===== src/rtl/vga_pkg.sv =====
// ----------------------------------------------------------------------------
// vga_pkg
// Shared definitions for the VGA scan controller: default 640x480@60 timing,
// counter width, raster region encoding, RGB and sync bundle types.
// ----------------------------------------------------------------------------
package vga_pkg;

    localparam int unsigned CNT_W = 10;

    localparam int unsigned VGA_H_ACTIVE = 640;
    localparam int unsigned VGA_H_FP     = 16;
    localparam int unsigned VGA_H_SYNC   = 96;
    localparam int unsigned VGA_H_BP     = 48;
    localparam int unsigned VGA_V_ACTIVE = 480;
    localparam int unsigned VGA_V_FP     = 10;
    localparam int unsigned VGA_V_SYNC   = 2;
    localparam int unsigned VGA_V_BP     = 33;

    localparam int unsigned VGA_H_TOTAL = VGA_H_ACTIVE + VGA_H_FP + VGA_H_SYNC + VGA_H_BP;
    localparam int unsigned VGA_V_TOTAL = VGA_V_ACTIVE + VGA_V_FP + VGA_V_SYNC + VGA_V_BP;

    typedef enum logic [1:0] {
        RegActive,
        RegFp,
        RegSync,
        RegBp
    } region_e;

    typedef struct packed {
        logic [7:0] r;
        logic [7:0] g;
        logic [7:0] b;
    } rgb24_t;

    // Raw timing bits that travel alongside the layer latency.
    typedef struct packed {
        logic hs;
        logic vs;
        logic de;
    } sync_t;

    localparam sync_t SYNC_IDLE = '{hs: 1'b1, vs: 1'b1, de: 1'b0};

    // Index of the last count of a span of n counts (n >= 1).
    function automatic logic [CNT_W-1:0] cnt_last(input int unsigned n);
        return CNT_W'(n - 1);
    endfunction

endpackage


===== src/rtl/vga_region_cnt.sv =====
// ----------------------------------------------------------------------------
// vga_region_cnt
// One raster axis: a counter over ACTIVE+FP+SYNC+BP positions plus the region
// FSM (ACTIVE -> FP -> SYNC -> BP -> ACTIVE). Used for both the horizontal
// axis (stepped by the pixel enable) and the vertical axis (stepped by the
// horizontal wrap strobe). All four widths must be non-zero and their sum
// must not exceed 1024.
//
// Ports
//   i_clk     clock
//   i_rst     synchronous active-high reset, returns to count 0 / ACTIVE
//   i_step    advance by one position
//   o_cnt     current position
//   o_region  region of the current position
//   o_wrap    i_step while at the last position (next position is 0)
// ----------------------------------------------------------------------------
module vga_region_cnt
    import vga_pkg::*;
#(
    parameter int unsigned ACTIVE = VGA_H_ACTIVE,
    parameter int unsigned FP     = VGA_H_FP,
    parameter int unsigned SYNC   = VGA_H_SYNC,
    parameter int unsigned BP     = VGA_H_BP
) (
    input  logic             i_clk,
    input  logic             i_rst,
    input  logic             i_step,
    output logic [CNT_W-1:0] o_cnt,
    output region_e          o_region,
    output logic             o_wrap
);

    localparam int unsigned TOTAL = ACTIVE + FP + SYNC + BP;

    localparam logic [CNT_W-1:0] L_ACT_END  = cnt_last(ACTIVE);
    localparam logic [CNT_W-1:0] L_FP_END   = cnt_last(ACTIVE + FP);
    localparam logic [CNT_W-1:0] L_SYNC_END = cnt_last(ACTIVE + FP + SYNC);
    localparam logic [CNT_W-1:0] L_LAST     = cnt_last(TOTAL);

    logic [CNT_W-1:0] r_cnt;
    region_e          r_region;
    logic             w_last;

    assign w_last   = (r_cnt == L_LAST);
    assign o_wrap   = i_step & w_last;
    assign o_cnt    = r_cnt;
    assign o_region = r_region;

    // Region changes on the step that leaves the last position of a region,
    // so the region register always describes the current count.
    always_ff @(posedge i_clk) begin
        if (i_rst) begin
            r_cnt    <= '0;
            r_region <= RegActive;
        end else if (i_step) begin
            r_cnt <= w_last ? '0 : r_cnt + 1'b1;
            case (r_region)
                RegActive: if (r_cnt == L_ACT_END)  r_region <= RegFp;
                RegFp:     if (r_cnt == L_FP_END)   r_region <= RegSync;
                RegSync:   if (r_cnt == L_SYNC_END) r_region <= RegBp;
                RegBp:     if (w_last)              r_region <= RegActive;
                default:                            r_region <= RegActive;
            endcase
        end
    end

endmodule


===== src/rtl/vga_scan_ctrl.sv =====
// ----------------------------------------------------------------------------
// vga_scan_ctrl
// Display scan controller. Generates raster coordinates for the pixel layers,
// delays the raw syncs / display enable by the layer latency, composites two
// layers by fixed priority (layer 1 over layer 2 over BG_RGB) and registers
// the VGA outputs. Everything advances only when i_en is high.
//
// Ports
//   i_clk, i_rst, i_en          clock, sync active-high reset, pixel enable
//   o_x_pos, o_y_pos            active-area coordinates (0 outside)
//   o_pos_valid                 coordinates inside the active area
//   o_frame_start               high while the raster sits at (0,0)
//   i_rq_flag1, i_r1/g1/b1      foreground layer request and colour
//   i_rq_flag2, i_r2/g2/b2      background layer request and colour
//   o_vga_r/g/b                 composited pixel
//   o_vga_hs, o_vga_vs          active-low syncs
//   o_vga_de                    display enable
// LAYER_LAT is the layer response latency in en cycles (0..4); VGA outputs
// lag o_x_pos/o_y_pos by LAYER_LAT+1 en cycles.
// ----------------------------------------------------------------------------
module vga_scan_ctrl
    import vga_pkg::*;
#(
    parameter int unsigned H_ACTIVE  = VGA_H_ACTIVE,
    parameter int unsigned H_FP      = VGA_H_FP,
    parameter int unsigned H_SYNC    = VGA_H_SYNC,
    parameter int unsigned H_BP      = VGA_H_BP,
    parameter int unsigned V_ACTIVE  = VGA_V_ACTIVE,
    parameter int unsigned V_FP      = VGA_V_FP,
    parameter int unsigned V_SYNC    = VGA_V_SYNC,
    parameter int unsigned V_BP      = VGA_V_BP,
    parameter int unsigned LAYER_LAT = 1,
    parameter logic [23:0] BG_RGB    = 24'h000000
) (
    input  logic             i_clk,
    input  logic             i_rst,
    input  logic             i_en,
    output logic [CNT_W-1:0] o_x_pos,
    output logic [CNT_W-1:0] o_y_pos,
    output logic             o_pos_valid,
    output logic             o_frame_start,
    input  logic             i_rq_flag1,
    input  logic [7:0]       i_r1,
    input  logic [7:0]       i_g1,
    input  logic [7:0]       i_b1,
    input  logic             i_rq_flag2,
    input  logic [7:0]       i_r2,
    input  logic [7:0]       i_g2,
    input  logic [7:0]       i_b2,
    output logic [7:0]       o_vga_r,
    output logic [7:0]       o_vga_g,
    output logic [7:0]       o_vga_b,
    output logic             o_vga_hs,
    output logic             o_vga_vs,
    output logic             o_vga_de
);

    // ------------------------------------------------------------------
    // Raster counters
    // ------------------------------------------------------------------
    logic [CNT_W-1:0] w_h_cnt;
    logic [CNT_W-1:0] w_v_cnt;
    region_e          w_h_region;
    region_e          w_v_region;
    logic             w_h_wrap;
    logic             w_v_wrap;

    vga_region_cnt #(
        .ACTIVE (H_ACTIVE),
        .FP     (H_FP),
        .SYNC   (H_SYNC),
        .BP     (H_BP)
    ) u_h_cnt (
        .i_clk    (i_clk),
        .i_rst    (i_rst),
        .i_step   (i_en),
        .o_cnt    (w_h_cnt),
        .o_region (w_h_region),
        .o_wrap   (w_h_wrap)
    );

    vga_region_cnt #(
        .ACTIVE (V_ACTIVE),
        .FP     (V_FP),
        .SYNC   (V_SYNC),
        .BP     (V_BP)
    ) u_v_cnt (
        .i_clk    (i_clk),
        .i_rst    (i_rst),
        .i_step   (w_h_wrap),
        .o_cnt    (w_v_cnt),
        .o_region (w_v_region),
        .o_wrap   (w_v_wrap)
    );

    assign o_x_pos     = (w_h_region == RegActive) ? w_h_cnt : '0;
    assign o_y_pos     = (w_v_region == RegActive) ? w_v_cnt : '0;
    assign o_pos_valid = (w_h_region == RegActive) && (w_v_region == RegActive);

    // r_at_origin tracks "counters are at (0,0)": set by reset and by the
    // edge that wraps the whole frame. Masking with i_rst keeps the strobe
    // low while reset is held even though the counters already sit at 0.
    logic r_at_origin;

    always_ff @(posedge i_clk) begin
        if (i_rst) begin
            r_at_origin <= 1'b1;
        end else if (i_en) begin
            r_at_origin <= w_v_wrap;
        end
    end

    assign o_frame_start = r_at_origin & ~i_rst;

    // ------------------------------------------------------------------
    // Sync / enable delay line matching the layer latency
    // ------------------------------------------------------------------
    sync_t w_sync_raw;
    sync_t w_sync_al;

    always_comb begin
        w_sync_raw    = SYNC_IDLE;
        w_sync_raw.hs = (w_h_region != RegSync);
        w_sync_raw.vs = (w_v_region != RegSync);
        w_sync_raw.de = o_pos_valid;
    end

    generate
        if (LAYER_LAT == 0) begin : g_no_dly
            assign w_sync_al = w_sync_raw;
        end else begin : g_dly
            sync_t r_dly [LAYER_LAT];

            always_ff @(posedge i_clk) begin
                if (i_rst) begin
                    for (int unsigned i = 0; i < LAYER_LAT; i++) begin
                        r_dly[i] <= SYNC_IDLE;
                    end
                end else if (i_en) begin
                    r_dly[0] <= w_sync_raw;
                    for (int unsigned i = 1; i < LAYER_LAT; i++) begin
                        r_dly[i] <= r_dly[i-1];
                    end
                end
            end

            assign w_sync_al = r_dly[LAYER_LAT-1];
        end
    endgenerate

    // ------------------------------------------------------------------
    // Priority composite and output register
    // ------------------------------------------------------------------
    rgb24_t w_pix;
    rgb24_t r_rgb;
    logic   r_hs;
    logic   r_vs;
    logic   r_de;

    always_comb begin
        w_pix = '0;
        if (w_sync_al.de) begin
            if (i_rq_flag1) begin
                w_pix = {i_r1, i_g1, i_b1};
            end else if (i_rq_flag2) begin
                w_pix = {i_r2, i_g2, i_b2};
            end else begin
                w_pix = BG_RGB;
            end
        end
    end

    always_ff @(posedge i_clk) begin
        if (i_rst) begin
            r_rgb <= '0;
            r_hs  <= 1'b1;
            r_vs  <= 1'b1;
            r_de  <= 1'b0;
        end else if (i_en) begin
            r_rgb <= w_pix;
            r_hs  <= w_sync_al.hs;
            r_vs  <= w_sync_al.vs;
            r_de  <= w_sync_al.de;
        end
    end

    assign o_vga_r  = r_rgb.r;
    assign o_vga_g  = r_rgb.g;
    assign o_vga_b  = r_rgb.b;
    assign o_vga_hs = r_hs;
    assign o_vga_vs = r_vs;
    assign o_vga_de = r_de;

endmodule

===== config.mk =====
export PLATFORM = sky130hd
export DESIGN_NAME = vga_scan_ctrl
export DESIGN_NICKNAME = d
export VERILOG_FILES = /design/src/rtl/vga_pkg.sv /design/src/rtl/vga_region_cnt.sv /design/src/rtl/vga_scan_ctrl.sv
export SDC_FILE = /design/constraint.sdc
export NUM_CORES = 1
export LEC_CHECK = 0
export ABC_CLOCK_PERIOD_IN_PS = 3810
export CORE_MARGIN = 2
export CORE_UTILIZATION = 45
export DETAILED_ROUTE_END_ITERATION = 7
export DONT_BUFFER_PORTS = 1
export GPL_TIMING_DRIVEN = 0
export SLEW_MARGIN = 20
export SYNTH_ARGS = -nofsm -noshare
export SYNTH_HDL_FRONTEND = slang
export SYNTH_SLANG_ARGS = --single-unit

===== constraint.sdc =====
create_clock -name i_clk -period 3.81 [get_ports i_clk]
set_input_delay 0.762 -clock i_clk [delete_from_list [all_inputs] [get_ports i_clk]]
set_output_delay 0.762 -clock i_clk [all_outputs]
set_load 0.005 [all_outputs]

## Word-level counts from Yosys, hierarchy flattened

Memory sizes are Yosys's and may differ from the RTL's.
Cells that the tools add are included.

- Register bits after elaboration: 52
- Bits in latches: 0
- Bits in writable memories: 3
- ROM bits: 0
- Bits of input ports: 53
- Output and inout port bits: 49
- Memories: 1

- Add/subtract/negate cells: 2
- Multipliers: 0
- Div/mod/pow operators: 0
- Order comparisons: 0
- Equal/unequal tests: 24
- Shift-type cells: 0
- Mux-type cells: 24
- Bitwise logic cells: 4
- Reduce and logical (&&, ||, !) cells: 6

Memory list:

| memory | words | width | read ports | clocked after memory_dff | write ports | RTL line | RTL |
|---|---|---|---|---|---|---|---|
| g_dly.r_dly | 1 | 3 | 1 | 0 | 1 | vga_scan_ctrl.sv:132 | `sync_t r_dly [LAYER_LAT];` |

Operators with widths:

| kind | number |
|---|---|
| $mux 24 | 3 |
| $eq 10x10->1 const B | 5 |
| $mux 10 | 4 |
| $eq 10x9->1 const B | 3 |
| $add 10x1->10 const B | 2 |
| $mux 2 | 8 |
| $ne 2x1->1 const B | 8 |
| $pmux 2 s4 | 2 |
| $reduce_and 5->1 | 2 |
| $eq 2x2->1 const B | 4 |
| $mux 1 | 6 |
| $eq 2x1->1 const B | 2 |
| $logic_not 2->1 | 2 |
| $ne 2x2->1 const B | 2 |
| $and 1x1->1 | 3 |
| $mux 3 | 1 |
| $reduce_or 3->1 | 1 |
| $logic_and 1x1->1 | 1 |
| $not 1->1 | 1 |

## Depth between registers and ports, before layout

Gate-level depths: netlist of the first run.

- Depth after elaboration: 5
- Depth in mapped cells: 8

## Cells and area by module

From an unflattened synthesis of the first run, not the netlist that was laid out.

- Cells, all modules: 315
- Area total of the unflattened synthesis: 2,957.8 sq um

By module, submodules not included:

| module | instances | cells an instance | area each (sq um) |
|---|---|---|---|
| vga_scan_ctrl | 1 | 155 | 1,514.0 |
| vga_region_cnt at u_v_cnt | 1 | 82 | 758.2 |
| vga_region_cnt at u_h_cnt | 1 | 78 | 685.7 |

## Least setup slack after synthesis of the first run

No wires, ideal clock.

- Path type: input to register
- Start point: input i_en
- End point: memory g_dly.r_dly[0][0] in the netlist's numbering (enable)
- Library setup time: 0.265 ns
- Arrival time: 1.670 ns
- Data required time: 3.545 ns
- Slack: 1.875 ns
- Stages on the path: 4
- Buffers on the path: 2
- Path through: clkbuf_1 > nor2_1 > clkbuf_1 > inv_1

- Longest elaborated chain between the ends: 5

Ends and longest elaborated chain:

| element | RTL line | RTL |
|---|---|---|
| start, declared | vga_scan_ctrl.sv:37 | `input logic i_en,` |
| $mux 1 (*) | vga_scan_ctrl.sv:139 | `end else if (i_en) begin` |
| $mux 1 (*) | vga_scan_ctrl.sv:135 | `if (i_rst) begin` |
| $mux 1 (not written as such) (*) | vga_scan_ctrl.sv:140 | `r_dly[0] <= w_sync_raw;` |
| $reduce_or 3->1 (no line) | - |  |
| $mux 1 (no line) (*) | - |  |
| end, declared | vga_scan_ctrl.sv:132 |  |

Every way passes the cells marked *; elsewhere a longest branch is shown, timed or not.

## Final worst setup path of the first run

- Start point: register u_h_cnt.r_region[0], in the netlist u_h_cnt.o_region[0]
- End point: output o_x_pos[3]

- Longest elaborated chain between the ends: 2

Ends and longest elaborated chain:

| element | RTL line | RTL |
|---|---|---|
| start, declared | vga_region_cnt.sv:41 | `region_e r_region;` |
| start signal, assigned | vga_region_cnt.sv:54 | `r_region <= RegActive;` |
| start signal, assigned | vga_region_cnt.sv:58 | `RegActive: if (r_cnt == L_ACT_END) r_region <= RegFp;` |
| start signal, assigned | vga_region_cnt.sv:59 | `RegFp: if (r_cnt == L_FP_END) r_region <= RegSync;` |
| $logic_not 2->1 | vga_scan_ctrl.sv:96 | `assign o_x_pos = (w_h_region == RegActive) ? w_h_cnt : '0;` |
| $mux 10 | vga_scan_ctrl.sv:96 |  |
| end, declared | vga_scan_ctrl.sv:38 | `output logic [CNT_W-1:0] o_x_pos,` |

Every way passes these cells.

==> tab_implementation.tex, run 1 <==
\begin{tabular}{lr}
\hline
Metric & Value \\
\hline
\multicolumn{2}{l}{\textbf{Die}} \\
\quad Height of the die & 81.5 um \\
\quad Io pins & 102 \\
\quad Starting utilization of the core area & 0.462 \\
\quad Die Wd & 81.5 um \\
\quad Die ar. & 0.00664 mm2 \\
\quad Area of the core region & 0.00585 mm2 \\
\quad Std cell rows & 28 \\
\multicolumn{2}{l}{\textbf{Synthesis}} \\
\quad Register area share after synthesis & 0.418 \\
\quad Synth async-reset ratio & 0 \\
\quad Primary flip-flop cell chosen by synthesis mapping & dfxtp\_1 \\
\quad Area share of the leading cell type in the synthesized netlist & 0.385 \\
\quad Post-synthesis instance area & 0.00270 mm2 \\
\quad Post-synthesis area per instance & 8.48 um2 \\
\quad Flop and latch count out of synthesis & 55 \\
\quad Number of enable-type register cells in the synthesized netlist & 3 \\
\quad Largest cells by area after synthesis & dfxtp\_1 39\%, a22oi\_1 6.7\%, ha\_1 5.6\% \\
\quad Most instantiated cells after synthesis & 52 x dfxtp\_1, 37 x nand2\_1, 26 x o21ai\_0 \\
\quad Cells after synthesis & 319 \\
\quad Most used standard cell by instance count after synthesis & dfxtp\_1 \\
\quad Number of synthesis warnings & 0 \\
\quad Yosys cell types & 42 \\
\quad Dominant cell type by area after synthesis & dfxtp\_1 \\
\quad Synthesized Nets & 384 \\
\multicolumn{2}{l}{\textbf{Pwr}} \\
\quad Standby leakage power & 0.00103 uW \\
\quad Pwr Density & 340 mW/mm2 \\
\quad Maximum VDD drop & 0.175 mV \\
\multicolumn{2}{l}{\textbf{Status}} \\
\quad Status & finished clean \\
\multicolumn{2}{l}{\textbf{Critical path}} \\
\quad CP startpoint kind & flip-flop \\
\quad Endpoint class of the critical path & primary output \\
\quad Crit Path Max Fanout & 10 \\
\quad Data required time at the worst endpoint & 3050 ps \\
\quad Kind of cell adding the most delay to the critical path & buffers and inverters \\
\quad Class of the most critical setup path & flip-flop to primary output \\
\quad Flop-to-flop setup slack & 1720 ps \\
\quad Cell Chain, Critical Path & inv\_1, ha\_1, clkbuf\_1, and2\_1 \\
\quad Crit path buf inv count & 2 \\
\quad Largest stage delay on the critical path & 340 ps \\
\quad Slowest stage cell on the critical path & dfxtp\_1 \\
\quad Data arrival at the endpoint of the critical path & 1510 ps \\
\multicolumn{2}{l}{\textbf{Route}} \\
\quad Iteration count of the initial detailed-routing pass & 4 \\
\quad Via Count & 2241 \\
\quad Number of vias per cell after detailed routing & 5.57 \\
\quad Total length of routed wires & 6060 um \\
\quad Drt wl/cell & 15.1 um \\
\quad DRT iter0 DRCs & 90 \\
\quad Number of routed nets with antenna violations & 0 \\
\quad Final routed DRC violation total & 0 \\
\multicolumn{2}{l}{\textbf{Global route}} \\
\quad Largest net degree at the start of global routing & 18 \\
\quad First-pass GRT wire length & 9680 um \\
\quad Total GRT Usage & 0.186 \\
\quad Number of global-route vias before repair & 2083 \\
\quad Antenna violations before repair & 0 \\
\quad Total congestion overflow & 0 \\
\multicolumn{2}{l}{\textbf{Clock network}} \\
\quad Level count of the clock H-tree & 2 \\
\quad Clk pin slew, worst setup/hold paths & 100 ps \\
\quad Post-CTS repair timing setup buffer count & 0 \\
\quad Number of buffers inserted during clock tree synthesis & 5 \\
\quad Clock Sinks & 55 \\
\quad Hold buffers post-CTS & 0 \\
\quad Root buf cell & clkbuf\_8 \\
\quad Clock tree from TritonCTS & yes \\
\quad Resized Gates After CTS & 0 \\
\quad Clock tree buffer depth & 2 \\
\quad Later-pin clock latency in the skew report & 300 ps \\
\multicolumn{2}{l}{\textbf{Finish}} \\
\quad Fraction of layout instances using a drive strength above 1 & 0.0367 \\
\quad Syn-to-layout area delta & 6.76\% \\
\quad Number of fillers in the final layout & 599 \\
\quad Final layout net count & 391 \\
\quad Design Area, Final & 0.00289 mm2 \\
\quad Utilization after layout & 0.493 \\
\quad Antenna cell count & 0 \\
\multicolumn{2}{l}{\textbf{STA}} \\
\quad Final worst clock skew & 5.37 ps \\
\quad Maximum achievable frequency & 440 MHz \\
\quad Part of the cycle the worst path needs & 0.597 \\
\quad Pins over their slew limit & 0 \\
\quad Max-slew headroom at the worst pin & 0.633 \\
\quad Clock period minus final worst setup slack & 2270 ps \\
\quad Number of failing hold endpoints at the final stage & 0 \\
\quad Worst-Margin Slew & 549 ps \\
\quad Sum of negative setup slack & 0 ps \\
\quad Worst setup slack after layout & 1540 ps \\
\quad Unrepaired setup endpoints after global routing & no \\
\quad Final number of setup-violating endpoints & 0 \\
\multicolumn{2}{l}{\textbf{Placed design}} \\
\quad Setup Slack @ Placement & 1500 ps \\
\quad RD Place Congestion & 0.873 \\
\quad Instance area at placement & 0.00280 mm2 \\
\quad Detailed placement HPWL & 4540 um \\
\quad Number of I/O port buffers & 0 \\
\multicolumn{2}{l}{\textbf{Run}} \\
\quad Max-Cap Viols & 0 \\
\multicolumn{2}{l}{\textbf{Hold path}} \\
\quad Classification of the worst-slack hold path & flip-flop to flip-flop \\
\hline
\end{tabular}
## stage by stage
step / hold slack [ps] / power (uW) / cells
3_3_place_gp: 430 / 669 / 394
2_1_floorplan: 423 / 655 / 319
3_5_place_dp: 439 / 669 / 394
5_1_grt: 487 / 1020 / 402
4_1_cts: 463 / 994 / 402
6_report: 458 / 981 / 402
## worst paths after layout
check	from	end	cells after the start
setup / recovery	u_h_cnt.o_region[0]	o_x_pos[3]	4
hold / removal	r_at_origin	r_at_origin	1
setup reg to reg	u_v_cnt.o_cnt[0]	u_v_cnt.o_region[0]	7
hold reg to reg	r_at_origin	r_at_origin	1
## where the power goes
part | switching, uW | leakage (uW) | internal, uW
Combinational | 33.9 | 0.000539 | 20.1
Sequential | 9.09 | 0.000448 | 592
Clock | 196 | 0.0000418 | 129
Total | 239 | 0.00103 | 741
## cell type report
class	count	area, um2	share of cell area
Sequential cell	55	1130	0.392
Clock inverter	3	20.0	0.00694
Clock buffer	5	68.8	0.0238
Tap cell	75	93.8	0.0325
Multi-Input combinational cell	234	1460	0.505
Inverter	12	45.0	0.0156
Buffer	18	70.1	0.0243
## worst reg2reg max path: stages, from the launching register on
cell     delay [ps]
dfxtp_1         390
inv_1           140
ha_1            170
nand4_1         100
or4_4           540
a211o_1         330
nor4_1          250
nor3_1           70
## metal layers
layer	vias to the layer above	routed length, um	track usage
li1	1136	-	-
met1	1015	2690	0.227
met2	88	2870	0.317
met3	2	461	0.0538
met4	0	38	0.0559
met5	-	0	0
## cells by family (layout without fill, tap and decap cells)
family | count (synthesis) | in the layout | share of synthesized area
and+or+nand+nor | 133 | 133 | 0.257
xor gates and xnor gates | 15 | 15 | 0.0486
buffers and inverters | 30 | 38 | 0.0426
adders and majority gates | 12 | 12 | 0.0555
DFF | 55 | 55 | 0.418
AOI/OAI and AO/OA | 74 | 74 | 0.178
## cells in the final DEF (no fill, tap or decap), types with 3 or more instances in the layout
master / netlist / layout
a211o_1: 3 / 3
a21oi_1: 9 / 9
a22oi_1: 24 / 24
and2_1: 20 / 20
and3_1: 6 / 6
clkbuf_1: 14 / 14
clkbuf_8: 0 / 5
dfxtp_1: 52 / 52
edfxtp_1: 3 / 3
ha_1: 12 / 12
inv_1: 12 / 12
nand2_1: 37 / 37
nand2b_1: 3 / 3
nand3_1: 8 / 8
nand4_1: 8 / 8
nor2_1: 23 / 23
nor2b_1: 5 / 5
nor3_1: 8 / 8
o21ai_0: 26 / 26
xnor2_1: 6 / 6
xor2_1: 9 / 9
## registers in the layout (all words and copies together) (netlist names), 2 cells and up
| name | flops |
|---|---|
| u_v_cnt.o_cnt | 10 |
| u_h_cnt.o_cnt | 10 |
| o_vga_b | 8 |
| o_vga_g | 8 |
| o_vga_r | 8 |
| u_v_cnt.o_region | 2 |
| g_dly.r_dly | 3 |
| u_h_cnt.o_region | 2 |
Power figures use the tool's default switching activity.
==> inputs of run 2 (changes only) <==
--- a/config.mk
+++ b/config.mk
@@ -5,7 +5,8 @@
 export SDC_FILE = /design/constraint.sdc
 export NUM_CORES = 1
 export LEC_CHECK = 0
-export ABC_CLOCK_PERIOD_IN_PS = 3810
+export ABC_AREA = 1
+export ABC_CLOCK_PERIOD_IN_PS = 2100
 export CORE_MARGIN = 2
 export CORE_UTILIZATION = 45
 export DETAILED_ROUTE_END_ITERATION = 7
==> constraint.sdc (replaced) <==
create_clock -name i_clk -period 2.1 [get_ports i_clk]
set_input_delay 0.42 -clock i_clk [delete_from_list [all_inputs] [get_ports i_clk]]
set_output_delay 0.42 -clock i_clk [all_outputs]
set_load 0.005 [all_outputs]
==> tab_implementation.tex, run 2 <==
\begin{tabular}{lr}
\hline
Metric & Value \\
\hline
\multicolumn{2}{l}{\textbf{Synthesis}} \\
\quad Flop and latch count out of synthesis & 55 \\
\quad Largest cells by area after synthesis & dfxtp\_1 35\%, nand2\_1 13\%, inv\_1 7.8\% \\
\quad Most used standard cell by instance count after synthesis & nand2\_1 \\
\quad Most instantiated cells after synthesis & 102 x nand2\_1, 62 x inv\_1, 52 x dfxtp\_1 \\
\quad Primary flip-flop cell chosen by synthesis mapping & dfxtp\_1 \\
\quad Cells after synthesis & 439 \\
\quad Area share of the leading cell type in the synthesized netlist & 0.349 \\
\quad Post-synthesis instance area & 0.00299 mm2 \\
\quad Synthesized Nets & 504 \\
\quad Number of enable-type register cells in the synthesized netlist & 3 \\
\quad Dominant cell type by area after synthesis & dfxtp\_1 \\
\quad Number of synthesis warnings & 0 \\
\quad Synth async-reset ratio & 0 \\
\quad Yosys cell types & 31 \\
\quad Post-synthesis area per instance & 6.80 um2 \\
\quad Register area share after synthesis & 0.379 \\
\multicolumn{2}{l}{\textbf{Critical path}} \\
\quad Largest stage delay on the critical path & 410 ps \\
\quad Crit path buf inv count & 3 \\
\quad Class of the most critical setup path & flip-flop to primary output \\
\quad Endpoint class of the critical path & primary output \\
\quad Data required time at the worst endpoint & 1680 ps \\
\quad Data arrival at the endpoint of the critical path & 1500 ps \\
\quad CP startpoint kind & flip-flop \\
\quad Cell repeated most along the worst path & inv\_1 \\
\quad Kind of cell adding the most delay to the critical path & flip-flops \\
\quad Slowest stage cell on the critical path & dfxtp\_1 \\
\quad Cell Chain, Critical Path & inv\_1, ha\_1, clkbuf\_4, nand2\_1, inv\_1 \\
\quad Crit Path Max Fanout & 10 \\
\multicolumn{2}{l}{\textbf{Clock network}} \\
\quad Clock tree buffer depth & 2 \\
\quad Number of buffers inserted during clock tree synthesis & 5 \\
\quad Root buf cell & clkbuf\_8 \\
\quad Level count of the clock H-tree & 2 \\
\quad Later-pin clock latency in the skew report & 320 ps \\
\quad Clock Sinks & 55 \\
\quad Clock tree from TritonCTS & yes \\
\quad Clk pin slew, worst setup/hold paths & 110 ps \\
\quad Hold buffers post-CTS & 0 \\
\multicolumn{2}{l}{\textbf{Run}} \\
\quad Max-Cap Viols & 0 \\
\multicolumn{2}{l}{\textbf{Route}} \\
\quad Total length of routed wires & 6880 um \\
\quad Drt wl/cell & 13.1 um \\
\quad Iteration count of the initial detailed-routing pass & 4 \\
\quad Met3 routed wirelength & 310 um \\
\quad Number of vias per cell after detailed routing & 5.12 \\
\quad Highest signal layer in the routed design & met4 \\
\quad Number of routed nets with antenna violations & 0 \\
\quad Amount of wire on met2 after detailed routing & 3290 um \\
\quad Via Count & 2683 \\
\quad Final routed DRC violation total & 0 \\
\quad Routed met1 length & 3230 um \\
\quad DRT iter0 DRCs & 87 \\
\multicolumn{2}{l}{\textbf{Pwr}} \\
\quad Power Total & 1840 uW \\
\quad Clock network fraction of total power & 0.335 \\
\quad Switching share of power & 0.260 \\
\quad Part of the total power dissipated in combinational logic & 0.064 \\
\quad Standby leakage power & 0.00146 uW \\
\quad Internal cell power & 1360 uW \\
\quad Maximum VDD drop & 0.373 mV \\
\quad Pwr Density & 578 mW/mm2 \\
\quad Switching Power & 479 uW \\
\quad Part of the power in registers & 0.601 \\
\multicolumn{2}{l}{\textbf{STA}} \\
\quad Tightest hold margin & 284 ps \\
\quad Worst-Margin Slew & 447 ps \\
\quad Number of failing hold endpoints at the final stage & 0 \\
\quad Final worst clock skew & 12.6 ps \\
\quad Maximum achievable frequency & 522 MHz \\
\quad Clock period minus final worst setup slack & 1920 ps \\
\quad Unrepaired setup endpoints after global routing & no \\
\quad Part of the cycle the worst path needs & 0.912 \\
\quad Final number of setup-violating endpoints & 0 \\
\quad Sum of negative setup slack & 0 ps \\
\quad Max-slew headroom at the worst pin & 0.702 \\
\quad Pins over their slew limit & 0 \\
\multicolumn{2}{l}{\textbf{Die}} \\
\quad Die ar. & 0.00730 mm2 \\
\quad Starting utilization of the core area & 0.468 \\
\quad Std cell rows & 29 \\
\quad Height of the die & 85.5 um \\
\quad Area of the core region & 0.00639 mm2 \\
\quad Die Wd & 85.5 um \\
\quad Io pins & 102 \\
\multicolumn{2}{l}{\textbf{Finish}} \\
\quad Most frequent standard cell in the layout excluding fill and tap cells & nand2\_1 \\
\quad Most frequent cells in the layout & 102 x nand2\_1, 62 x inv\_1, 52 x dfxtp\_1 \\
\quad Fraction of layout instances using a drive strength above 1 & 0.0828 \\
\quad Final layout net count & 511 \\
\quad Utilization after layout & 0.498 \\
\quad Number of fillers in the final layout & 686 \\
\quad Post-Layout Cell Count & 524 \\
\quad Syn-to-layout area delta & 6.45\% \\
\quad Antenna cell count & 0 \\
\multicolumn{2}{l}{\textbf{Placed design}} \\
\quad Detailed placement HPWL & 5270 um \\
\quad Number of instances in the placed design & 516 \\
\quad RD Place Congestion & 0.879 \\
\quad Number of I/O port buffers & 0 \\
\multicolumn{2}{l}{\textbf{Global route}} \\
\quad First-pass GRT wire length & 11200 um \\
\quad Largest net degree at the start of global routing & 19 \\
\quad Total congestion overflow & 0 \\
\quad Antenna violations before repair & 0 \\
\quad Number of global-route vias before repair & 2437 \\
\quad Total GRT Usage & 0.189 \\
\multicolumn{2}{l}{\textbf{Hold path}} \\
\quad Classification of the worst-slack hold path & primary input to flip-flop \\
\multicolumn{2}{l}{\textbf{Status}} \\
\quad Status & finished clean \\
\hline
\end{tabular}
run 2: changes by cell type after synthesis, sizes merged, moves of 5 or more:
cell	change
a21oi	+23
a22oi	-24
and2	-20
and3	-6
inv	+54
nand2	+68
nand3	+12
nor2	+31
nor2b	-5
o21ai	+31
xnor2	-5
run 2: kinds of logic (layout without fill, tap and decap cells):
kind of cell,Yosys count,in the layout,share of synthesized area
compound gates,95,95,0.165
xor+xnor,6,6,0.0176
fa+ha+maj,12,12,0.0503
buf+inv,81,89,0.106
flops,55,55,0.379
simple gates,190,190,0.283
run 2: routing by layer:
metal | global-route usage | vias to the layer above
met3 | 0.0409 | 4
met2 | 0.305 | 64
met4 | 0.0519 | 0
met5 | 0 | -
met1 | 0.257 | 1200
li1 | - | 1415
run 2: worst paths after layout:
| kind | endpoint | cells after the start | start | slack, ps |
|---|---|---|---|---|
| hold / removal | o_vga_r[4] | 2 | i_r1[4] | 280 |
| hold reg to reg | o_vga_hs | 1 | g_dly.r_dly[0][2] | 460 |
| setup / recovery | o_pos_valid | 5 | u_v_cnt.o_region[0] | 180 |
| setup reg to reg | u_v_cnt.o_cnt[0] | 8 | u_h_cnt.o_cnt[0] | 240 |
run 2: metrics by stage:
step                      setup slack, ps  area, um2
after floorplan                       640       2990
after global placement                248       3080
after detailed placement              237       3080
after CTS                            78.1       3180
after global routing                 23.3       3180
final                                 184       3180
run 2: timing repair:
item	CTS	global route
resized for setup	1	4
setup endpoints to repair	6	11
setup buffers	0	0
run 2: final cells by class:
type / instances / area, um2 / area share
Clock buffer: 5 / 68.8 / 0.0216
Tap cell: 77 / 96.3 / 0.0303
Inverter: 66 / 248 / 0.0779
Clock inverter: 3 / 22.5 / 0.00708
Buffer: 15 / 72.6 / 0.0228
Multi-Input combinational cell: 303 / 1540 / 0.484
Sequential cell: 55 / 1130 / 0.356
run 2: power groups by stage:
stage	Clock [uW]	Sequential, uW	Combinational, uW
2_1_floorplan	0	1120	92.2
3_3_place_gp	0	1130	116
3_5_place_dp	0	1130	119
4_1_cts	651	1110	119
5_1_grt	673	1110	137
6_report	617	1100	118
